$ cat src/rtl/br_resolve_ctrl.sv
// br_resolve_ctrl: resolves branch/jump ops handed over from ID.
// Evaluates condition and target, then drives redirect, flush and link writeback.
`ifndef OP_INVALID
`define OP_INVALID 8'h00
`define OP_JIRL    8'h01
`define OP_B       8'h02
`define OP_BL      8'h03
`define OP_BEQ     8'h04
`define OP_BNE     8'h05
`define OP_BLT     8'h06
`define OP_BGE     8'h07
`define OP_BLTU    8'h08
`define OP_BGEU    8'h09
`endif

module br_resolve_ctrl #(
   parameter int CNT_W    = 32,
   parameter int LINK_REG = 1
) (
   input  logic             clk,
   input  logic             resetn,
   input  logic             id_valid,
   output logic             id_ready,
   input  logic [7:0]       id_op,
   input  logic [31:0]      id_inst,
   input  logic [31:0]      id_pc,
   input  logic [31:0]      rj_val,
   input  logic [31:0]      rd_val,
   output logic             redir_valid,
   output logic [31:0]      redir_target,
   input  logic             redir_ack,
   output logic             flush,
   output logic             link_valid,
   output logic [4:0]       link_dest,
   output logic [31:0]      link_data,
   output logic [CNT_W-1:0] taken_cnt,
   output logic             busy
);

   typedef enum logic [1:0] {IDLE, EVAL, REDIRECT} state_t;

   state_t      state;
   logic [7:0]  op_q;
   logic [25:0] inst_q;
   logic [31:0] pc_q;
   logic [31:0] rj_q;
   logic [31:0] rd_q;

   logic [31:0] offs16;
   logic [31:0] offs26;
   logic [31:0] target;
   logic [31:0] link_pc;
   logic        taken;
   logic        is_jirl, is_b, is_bl, is_beq, is_bne;
   logic        is_blt, is_bge, is_bltu, is_bgeu;
   logic        unused_inst;

   // Opcode field lives in inst[31:26]; the decoded op already carries it.
   assign unused_inst = ^id_inst[31:26];

   assign offs16  = {{14{inst_q[25]}}, inst_q[25:10], 2'b00};
   assign offs26  = {{4{inst_q[9]}}, inst_q[9:0], inst_q[25:10], 2'b00};
   assign link_pc = pc_q + 32'd4;

   assign is_jirl = (op_q == `OP_JIRL);
   assign is_b    = (op_q == `OP_B);
   assign is_bl   = (op_q == `OP_BL);
   assign is_beq  = (op_q == `OP_BEQ);
   assign is_bne  = (op_q == `OP_BNE);
   assign is_blt  = (op_q == `OP_BLT);
   assign is_bge  = (op_q == `OP_BGE);
   assign is_bltu = (op_q == `OP_BLTU);
   assign is_bgeu = (op_q == `OP_BGEU);

   always_comb begin
      taken  = 1'b0;
      target = pc_q + offs16;
      unique case (1'b1)
         is_jirl: begin
            taken  = 1'b1;
            target = rj_q + offs16;
         end
         is_b, is_bl: begin
            taken  = 1'b1;
            target = pc_q + offs26;
         end
         is_beq:  taken = (rj_q == rd_q);
         is_bne:  taken = (rj_q != rd_q);
         is_blt:  taken = ($signed(rj_q) < $signed(rd_q));
         is_bge:  taken = ($signed(rj_q) >= $signed(rd_q));
         is_bltu: taken = (rj_q < rd_q);
         is_bgeu: taken = (rj_q >= rd_q);
         default: taken = 1'b0;
      endcase
   end

   assign id_ready = (state == IDLE);
   assign busy     = (state != IDLE);

   always_ff @(posedge clk or negedge resetn) begin
      if (!resetn) begin
         state        <= IDLE;
         op_q         <= '0;
         inst_q       <= '0;
         pc_q         <= '0;
         rj_q         <= '0;
         rd_q         <= '0;
         redir_valid  <= 1'b0;
         redir_target <= '0;
         flush        <= 1'b0;
         link_valid   <= 1'b0;
         link_dest    <= '0;
         link_data    <= '0;
         taken_cnt    <= '0;
      end else begin
         flush      <= 1'b0;
         link_valid <= 1'b0;
         unique case (state)
            IDLE: begin
               if (id_valid && id_op != `OP_INVALID) begin
                  op_q   <= id_op;
                  inst_q <= id_inst[25:0];
                  pc_q   <= id_pc;
                  rj_q   <= rj_val;
                  rd_q   <= rd_val;
                  state  <= EVAL;
               end
            end
            EVAL: begin
               if (taken) begin
                  state        <= REDIRECT;
                  redir_valid  <= 1'b1;
                  redir_target <= target;
                  flush        <= 1'b1;
                  if (is_bl) begin
                     link_valid <= 1'b1;
                     link_dest  <= 5'(LINK_REG);
                     link_data  <= link_pc;
                  end
                  if (is_jirl) begin
                     link_valid <= (inst_q[4:0] != 5'd0);
                     link_dest  <= inst_q[4:0];
                     link_data  <= link_pc;
                  end
               end else begin
                  state <= IDLE;
               end
            end
            REDIRECT: begin
               if (redir_ack) begin
                  redir_valid <= 1'b0;
                  taken_cnt   <= taken_cnt + CNT_W'(1);
                  state       <= IDLE;
               end
            end
            default: state <= IDLE;
         endcase
      end
   end

endmodule

$ cat config.mk
export PLATFORM = sky130hd
export DESIGN_NAME = br_resolve_ctrl
export DESIGN_NICKNAME = d
export VERILOG_FILES = /design/src/rtl/br_resolve_ctrl.sv
export SDC_FILE = /design/constraint.sdc
export NUM_CORES = 1
export LEC_CHECK = 0
export BUFFER_PORTS_ARGS = -buffer_cell sky130_fd_sc_hd__buf_2
export CORE_AREA = 8 8 252 254
export DETAILED_ROUTE_END_ITERATION = 10
export DIE_AREA = 0 0 260 262
export GPL_ROUTABILITY_DRIVEN = 0
export PLACE_DENSITY = 0.39
export RECOVER_POWER = 50
export SYNTH_ARGS = -nofsm -noshare
export SYNTH_HDL_FRONTEND = slang
export SYNTH_SLANG_ARGS = --single-unit
$ cat constraint.sdc
create_clock -name clk -period 4.2 [get_ports clk]
set_clock_uncertainty 0.1 [all_clocks]
set_input_delay 0.42 -clock clk [delete_from_list [all_inputs] [get_ports clk]]
set_output_delay 0.42 -clock clk [all_outputs]
set_load 0.005 [all_outputs]
Yosys cells after proc, flatten, opt, wreduce, memory -nomap -nowiden

Index checks and enable logic that the tools add are counted.

Register bits after elaboration: 236
Input port bits: 140
Word-level logic and storage cells: 72

Add/subtract/negate cells: 5
Order comparisons: 4
Equality and inequality tests: 16
Mux-type cells: 19
Reductions and logical operators: 15

Operator list:

| cell                                                                  | number |
|---|---|
| 32-bit adder                                                          | 3 |
| 32-bit >= comparator                                                  | 2 |
| 32-bit < comparator                                                   | 2 |
| 32-bit 2-to-1 mux                                                     | 2 |
| 32-bit one-hot mux with 2 select lines                                | 1 |
| 32-bit by 1-bit adder with 32-bit output, second input constant       | 1 |
| 32-bit by 3-bit adder with 32-bit output, second input constant       | 1 |
| 32-bit equality test                                                  | 1 |
| 8-bit by 3-bit equality test with 1-bit output, second input constant | 4 |
| 32-bit inequality test                                                | 1 |
| 8-bit by 2-bit equality test with 1-bit output, second input constant | 2 |
| 8-bit by 4-bit equality test with 1-bit output, second input constant | 2 |
| 5-bit 2-to-1 mux                                                      | 2 |
| 8-bit by 1-bit equality test with 1-bit output, second input constant | 1 |
| 1-bit 2-to-1 mux                                                      | 8 |
| 2-bit AND reduction                                                   | 4 |
| 8-bit nonzero test                                                    | 1 |
| 1-bit one-hot mux with 7 select lines                                 | 1 |
| 2-bit 2-to-1 mux                                                      | 3 |
| 2-bit one-hot mux with 3 select lines                                 | 1 |
| 3-bit AND reduction                                                   | 2 |
| 2-bit nonzero test                                                    | 3 |
| 5-bit nonzero test                                                    | 1 |
| 2-bit inequality test, second input constant                          | 2 |
| other kinds (8)                                                       | 8 |

Logic depth before layout (Yosys ltp)

Gate-level depths: netlist (run 1).

Depth after elaboration: 5
Depth in mapped cells: 17
Gate-level depth less buffers: 16

Least setup slack after synthesis (run 1)

OpenSTA, ideal clock, no wires.

Path type: register to register
From: reg op_q[5]
To: reg redir_target[27]
Library setup time: 0.121 ns
Arrival: 3.103 ns
Setup slack: 0.876 ns
Cell stages (with the launch flop): 17
Buffers on the path: 1
Period minus slack after synthesis: 3.324 ns
Path through: dfrtp_1 > nor4_4 > nor2b_1 > buf_4 > nand3b_1 > nand2_1 > o21ai_0 > ha_1 > a21oi_1 > nor2b_1 > nand2b_1 > a21o_1 > a31o_2 > a221oi_1 > xor2_1 > o21ai_0 > o22a_1

Cells in the longest elaborated chain, start to end: 4
Elaborated cells on any way between the ends: 14
Classes of those cells: 9 x eq/ne; 2 x mux; 3 x reduce/logical

Ends and longest elaborated chain:

| item                                                                                                                       | RTL line | RTL |
|---|---|---|
| from (decl)                                                                                                                | 43       | `logic [7:0] op_q;` |
| from (signal assigned)                                                                                                     | 121      | `op_q <= id_op;` |
| 8-bit by 1-bit equality test with 1-bit output (no line) or 8-bit by 2-bit equality test with 1-bit output (tied branches) | n/a      |  |
| 3-bit OR reduction (no line)                                                                                               | n/a      |  |
| 1-bit one-hot mux with 7 select lines                                                                                      | 78       | `unique case (1'b1)` |
| 2-bit AND reduction (no line)                                                                                              | n/a      |  |
| to (signal assigned)                                                                                                       | 133      | `redir_target <= target;` |
| to (decl)                                                                                                                  | 30       | `output logic [31:0] redir_target,` |

Several ways; a longest one is shown, not always the timed one.
A chain may end at the register's enable or synchronous reset.

Worst setup path in the final report (run 1)

From: reg op_q[5]
To: reg redir_target[28]

Same word-level chain as after synthesis.

==> impl_results.md, run 1 <==
- Status: finished with violations
- Failing checks: capacitance limit, slew limit
- Syn nets: approximately 1800
- Xor/xnor share of the synthesized area: 0.0669
- Max Buffers Root-to-Sink: 3
- Via density: 4.35
- Max-slew violations: 187
- Final hold vios: 0
- Min Tclk post-route: 3730 ps
- CTS tree: yes
- Inserted Clock Buffers: 31
- Htree depth: 1
- Setup Buffers After CTS: 0
- Commonest non-fill, non-tap cells in the layout: 430 x nand2_1, 236 x dfrtp_1, 166 x buf_2
- Nets@finish: between 2000 and 2500
- Global-route wire length before repair: approximately 72000 µm
- Final Setup Violations: 0
- Critical path launch point: op_q[5]
- Largest net degree at the start of global routing: just over 100
- Initial antenna violation count: 1
- Mean Syn Cell Area: around 8.6 µm²
- Max Fclk: roughly 270 MHz
- Largest family of logic cells by synthesized area: simple AND/OR/NAND/NOR gates
- Die area: a little under 70000 µm²
- R2r endpoint: redir_target[28]
- CP max stage delay: approximately 440 ps
- CP endpoint: redir_target[28]
- Post-Synth Simple-Gate Area: 0.216
- Pleak: 0.00856 µW
- Power Dens Cells: slightly below 500 nW/µm²
- Max-Cap Viols: 2
- Post-synthesis compound-gate area fraction: 0.149
- TritonCTS Sinks: ~240
- Dominant synthesized flop cell: dfrtp_1
- Multiplexer share of the synthesized area: 0.00399
- Buffers & Inverters on Critical Path: 0
- Reg2reg start: op_q[5]
- Slowest CP cell: ha_1
- Synth unique cells: 67
- DR vias: between 10000 and 15000
- Flop-to-flop setup slack: 470 ps
- DRC: 0
- Final core occ: 0.299
- WP data required: approximately 4600 ps
- Synth Cell Area: between 10000 and 15000 µm²
- Dpl hpwl: 34700 µm
- Initial DRC count: about 630
- Worst Tran Pin Value: roughly 2400 ps
- Crit end category: flip-flop
- N_diodes: 0
- Final Cycle Share: 0.889
- Row count: 90
- Core Area: about 60000 µm²
- Clock slew at reported path FFs: about 60 ps
- Mapped Cells: around 1600
- Fin Setup TNS: 0 ps
- Grt total ovfl: 0
- WP data arrival: between 4000 and 5000 ps
- IO Pins: around 250
- IO buf count: 239
- Root Buffer: clkbuf_16
- Worst path top cell family by delay: simple AND/OR/NAND/NOR gates
- Worst Path Max Fanout: 7
- Worst-skew pair later-pin latency: between 500 and 600 ps
- Crit-path cells: nor4_4, nor2b_1, nand3b_1, nand2_1, o21ai_0, ha_1, and3_1, nand4_1, a21oi_1, o21ai_0, a21oi_1, nand2_1, o41a_1, a31oi_1
- Stages on worst setup path: 14
- Starting density of the core: 0.226
- #FFs+latches synth: 236
- Die Y: roughly 260 µm
- DR pass1 iterations: 5
- RSZ-0062 raised after global routing: no
- Post-Synth Adder-Cell Area: 0.0884
- Ys async rst share: 1.00
- Routed wire per std cell: 17.0 µm
- Gr usage total: 0.134
- Post-Route WL: roughly 47000 µm
- Die Span X: 260 µm
- Worst VDD drop: between 0.3 and 0.4 mV
- Area delta synth->final: 32.0%
- Worst rel slew slack: -0.579
- Post-synth EDFFs: 0
- Yosys warnings: 0
- Share of cells above drive strength 1: 0.128
- HP Class: input pin to flip-flop
- Critical Path Source Type: flip-flop
- Most common cell after layout, fill and taps aside: nand2_1
- WS Path Type: flip-flop to flip-flop
- Number of global-route vias before repair: 12385
- Remaining antenna violation count: 0
- Seq/Total Area, Yosys: 0.438
- Worst Reg-to-Reg Cells: 14
synth_stat cells, drive strengths merged (3+ instances only):
cell	number	share of area
nand3	39	0.014
nand4	23	0.011
and3	22	0.010
a31oi	20	0.0093
o21bai	4	0.0022
dfrtp	236	0.44
a221oi	3	0.0020
or3	3	0.0014
xnor2	63	0.041
a21oi	87	0.032
clkbuf	40	0.011
nor2	96	0.027
nor2b	14	0.0065
nor3	13	0.0052
o22a	4	0.0026
xor2	40	0.026
a21o	34	0.019
ha	92	0.085
a211oi	8	0.0045
nand2b	15	0.0070
and2	4	0.0019
o21ai	127	0.047
nand2	431	0.12
inv	61	0.017
a211o	6	0.0039
a21boi	3	0.0017
buf	19	0.0093
o311ai	3	0.0025
nand3b	4	0.0022
o21a	6	0.0033
mux2	3	0.0025
nor4	6	0.0039
o211ai	7	0.0039
sequential cells by signal, summed over array words and instances, names as in the netlist:
signal,count
link_dest,5
state,2
rj_q,32
flush,1
pc_q,32
redir_valid,1
inst_q,26
op_q,8
link_valid,1
redir_target,32
taken_cnt,32
link_data,32
rd_q,32
area by class of cell:
class / instances / area, µm²
repair buffers: 392 / 2640
clock buffers: 47 / 896
clock inverters: 8 / 55.1
fillers: 6362 / 41800
inverters: 62 / 235
flip-flops and latches: 236 / 5910
well taps: 782 / 978
multi-input cells: 1214 / 7080
repair_timing:
action | 4_1_cts | 5_1_grt
endpoints found under the hold margin | 213 | 0
gates resized for setup | 0 | 0
hold buffers | 130 | 0
routing by layer:
metal,GRT usage,share of wire
met5,0,0.00028
met4,0.0270,0.016
met2,0.220,0.46
met3,0.0252,0.046
met1,0.182,0.47
worst min-delay path: cells and delay by family:
family,cells,cell delay (ps)
AO/OA/AOI/OAI,1,80
buffers and inverters,1,70
AND/OR/NAND/NOR,1,70
worst min path at each step:
stage	startpoint	endpoint	cells after the start
global placement	link_data[28]	link_data[28]	2
finish	rd_val[27]	rd_q[27]	3
CTS	redir_ack	state[1]	2
detailed placement	link_data[28]	link_data[28]	2
global route	redir_ack	state[1]	2
floorplan	resetn	flush	0
metrics by stage:
step                      power, µW  instance area [µm²]  setup WS (ps)  instances  hold slack, ps
after CTS                      8880                17900            386       2741          0.0938
after global placement         6150                15700            403       2556             355
after detailed placement       6170                15700            399       2556             366
after floorplan                5040                13500            876       1571            24.4
final                          8670                17800            466       2741            13.8
after global routing           9360                17800           75.6       2741            26.4
power by group:
group          internal (µW)  switching [µW]  total (µW)  leakage (µW)
sequential              2690             417        3100       0.00303
clock                   1460            1070        2520      0.000457
combinational           1310            1740        3040       0.00507
cell families (layout without fill, tap and decap cells):
family	count (synthesis)	in the layout
mux	5	5
simple gates	678	678
compound gates	334	334
buf+inv	121	509
xor+xnor	103	103
flops	236	236
fa+ha+maj	94	94
Note: power is estimated with default switching activity, not from simulation.
==> inputs of run 2 (changes only) <==
ABC_AREA = 1   (was unset)
CORE_AREA = 8 8 182 184   (was 8 8 252 254)
DIE_AREA = 0 0 190 192   (was 0 0 260 262)
PLACE_DENSITY = 0.71   (was 0.39)
==> run 2 against run 1 <==
  * Synthesized cell count is 28% higher
  * Routed wire length is 0.64% lower
  * Flip-flop and latch count stayed put
  * Non-clock buffer count is 40 lower
  * Register-to-register slack better by 150 ps
  * Clock power is 7.9% lower
  * The run still ends with capacitance limit, slew limit left
  * Final area is 2.3% higher
  * First-iteration DRC count is 78% higher
  * Combinational power is 49% higher
  * Fmax is 4.2% higher
==> impl_results.md, run 2 <==
- Status: finished with violations
- Failing checks: capacitance limit, slew limit
- Gate power share: 0.441 (+0.090)
- Reg2reg start: op_q[7]
- Final Cycle Share: 0.853 (-0.0358)
- Cts hold-fix bufs: 101 (-22%)
- Die Y: 192 µm (-27%)
- Pint: 5890 µW (+8.0%)
- Clock slew at reported path FFs: 60 ps (about the same)
- DRC: 0 (unchanged)
- Setup Buffers After CTS: 0 (unchanged)
- Grt total ovfl: 0 (unchanged)
- Number of global-route vias before repair: 14352 (+16%)
- Critical Path Source Type: flip-flop
- Top-area cell type share of the netlist area: 0.397 (-0.0413)
- Ys async rst share: 1.00 (unchanged)
- Worst Path Max Fanout: 10 (+3)
- WP data arrival: 3950 ps (-180 ps)
- Worst Tran Pin Value: 2980 ps (+607 ps)
- Post-Synth Adder-Cell Area: 0.0801 (-0.00833)
- N_diodes: 0 (unchanged)
- Clock Power Share: 0.226 (-0.065)
- Largest net degree at the start of global routing: 128 (+27%)
- Initial DRC count: 1127 (+78%)
- IO buf count: 239 (unchanged)
- Sw Pwr: 4390 µW (+37%)
- Pleak: 0.00939 µW (+9.8%)
- Routed wire per std cell: 16.7 µm (-1.5%)
- Most common cell after layout, fill and taps aside: nand2_1
- Min Tclk post-route: 3580 ps (-150 ps)
- Largest family of logic cells by synthesized area: simple AND/OR/NAND/NOR gates
- Post-synthesis compound-gate area fraction: 0.101 (-0.0483)
- Critical path launch point: op_q[7]
- Post-Layout Cell Count: 2766 (+0.91%)
- Filler cells: 2756 (-57%)
- Die Span X: 190 µm (-27%)
- Gr usage total: 0.249 (+0.115)
- Multiplexer share of the synthesized area: 0.00143 (-0.00256)
- Remaining antenna violation count: 0 (unchanged)
- Syn nets: 2252 (+25%)
- Row count: 64 (-29%)
- Flop pwr share: 0.333 (-0.025)
- RSZ-0062 raised after global routing: no
- Root Buffer: clkbuf_16
- Starting density of the core: 0.493 (+0.267)
- DR vias: 14738 (+24%)
- Synth unique cells: 45 (-33%)
- Yosys warnings: 0 (unchanged)
- Commonest cells post-synth: 664 x nand2_1, 236 x dfrtp_1, 206 x inv_1
- Dominant synthesized flop cell: dfrtp_1
- Max Buffers Root-to-Sink: 3 (unchanged)
- Most common cell in the netlist: nand2_1
- Die area: 36500 µm² (-46%)
- HP Class: input pin to flip-flop
- Final hold vios: 0 (unchanged)
- Nets@finish: 2584 (+19%)
- Leading area contributor after synthesis: dfrtp_1
- Area delta synth->final: 22.4%
- Placed cell count: 2617 (+2.4%)
- Fin Setup TNS: 0 ps (unchanged)
- Max-Cap Viols: 1 (-1)
- Post-synth EDFFs: 0 (unchanged)
- Final Setup Violations: 0 (unchanged)
- Resize count post-CTS: 0 (unchanged)
- Core Area: 30200 µm² (-49%)
- Synth area leaders: dfrtp_1 40%, nand2_1 17%, ha_1 7.7%
- Global-route wire length before repair: 73800 µm (+2.5%)
- IO Pins: 246 (unchanged)
- Min-delay src: id_inst[3]
- Commonest non-fill, non-tap cells in the layout: 663 x nand2_1, 236 x dfrtp_1, 206 x inv_1
- Seq/Total Area, Yosys: 0.397 (-0.0413)
- Power Dens Cells: 565 nW/µm² (+16%)
- Post-Route WL: 46300 µm (-0.64%)
- Max-slew violations: 127 (-32%)
- Max Fclk: 279 MHz (+4.2%)
- Mean Syn Cell Area: 7.37 µm² (-14%)
- Worst-skew pair later-pin latency: 540 ps (-30 ps)
- WP data required: 4570 ps (-20 ps)
- TritonCTS Sinks: 236 (unchanged)
- Synth Cell Area: 14900 µm² (+10%)
- Worst VDD drop: 0.322 mV (+2.5%)
- DR pass1 iterations: 6 (+1)
- Inserted Clock Buffers: 26 (-16%)
- WS Path Type: flip-flop to flip-flop
- Via density: 5.33 (+22%)
- Htree depth: 1 (unchanged)
- #FFs+latches synth: 236 (unchanged)
- Flop-to-flop setup slack: 620 ps (+150 ps)
- Initial antenna violation count: 0 (-1)
- Post-Synth Simple-Gate Area: 0.307 (+0.0917)
- Worst rel slew slack: -0.983 (-0.405)
- Share of cells above drive strength 1: 0.113 (-0.0150)
- Sw frac: 0.427 (+0.0561)
- Mapped Cells: 2018 (+28%)
- Xor/xnor share of the synthesized area: 0.0447 (-0.0222)
- Dpl hpwl: 34500 µm (-0.58%)
- CTS tree: yes
- Crit end category: flip-flop
## run 2: path summary, 6_finish.rpt
check,to,cells after the start
worst max-delay path,redir_target[31],20
worst min-delay path,inst_q[3],3
worst max register to register,redir_target[31],20
worst min register to register,redir_target[19],2
max in group asynchronous,rd_q[28],2
min in group asynchronous,pc_q[22],2
## run 2: cell families after synthesis
group,after synthesis
AND/OR/NAND/NOR,1065
AO/OA/AOI/OAI,287
buffers and inverters,258
flip-flops,236
adder cells (fa/ha/maj),94
XOR/XNOR,76
multiplexers,2
## run 2: layer usage
layer / vias up / track usage / share of wire
met3: 97 / 0.0338 / 0.067
met1: 6903 / 0.320 / 0.42
met5: - / 0 / 0
met2: 530 / 0.432 / 0.48
met4: 0 / 0.0704 / 0.029
li1: 7208 / - / -
## run 2: area by class of cell
class,instances,area (µm²),share of cell area
Clock inverter,11,108,0.00591
Timing Repair Buffer,352,2220,0.122
Multi-Input combinational cell,1524,7920,0.435
Clock buffer,37,763,0.0419
Tap cell,396,495,0.0272
Inverter,210,791,0.0434
Sequential cell,236,5910,0.324
## run 2: through the flow
step | cell area (µm²) | total power (µW) | utilization | hold slack, ps | setup slack (ps)
floorplan | 14900 | 6320 | - | 24.4 | 1330
global placement | 16500 | 7780 | 0.546 | 353 | 712
detailed placement | 16500 | 7890 | 0.546 | 358 | 636
CTS | 18400 | 10300 | 0.608 | 0.425 | 616
global route | 18200 | 11100 | 0.603 | 8.48 | 145
finish | 18200 | 10300 | 0.603 | 9.99 | 617
## run 2: critical path: stages (launching register included)
cell	delay (ps)
dfrtp_1	370
nor2_1	150
nand2_1	170
nor2_2	200
nand2_1	260
nand2_1	290
o21ai_0	120
inv_1	70
ha_1	280
a21oi_1	190
a21boi_0	400
nor2_1	70
nor2_1	190
nor2_1	60
nor2_1	110
nand2_1	60
nand2_1	50
nand3_1	90
nand2_1	100
nand3_1	70
nand2_1	90
## run 2: power by group through the flow
stage               combinational (µW)  sequential [µW]  clock [µW]
floorplan                         2990             3330           0
global placement                  4350             3430           0
detailed placement                4440             3450           0
CTS                               4550             3410        2370
global route                      5110             3490        2450
finish                            4540             3430        2320
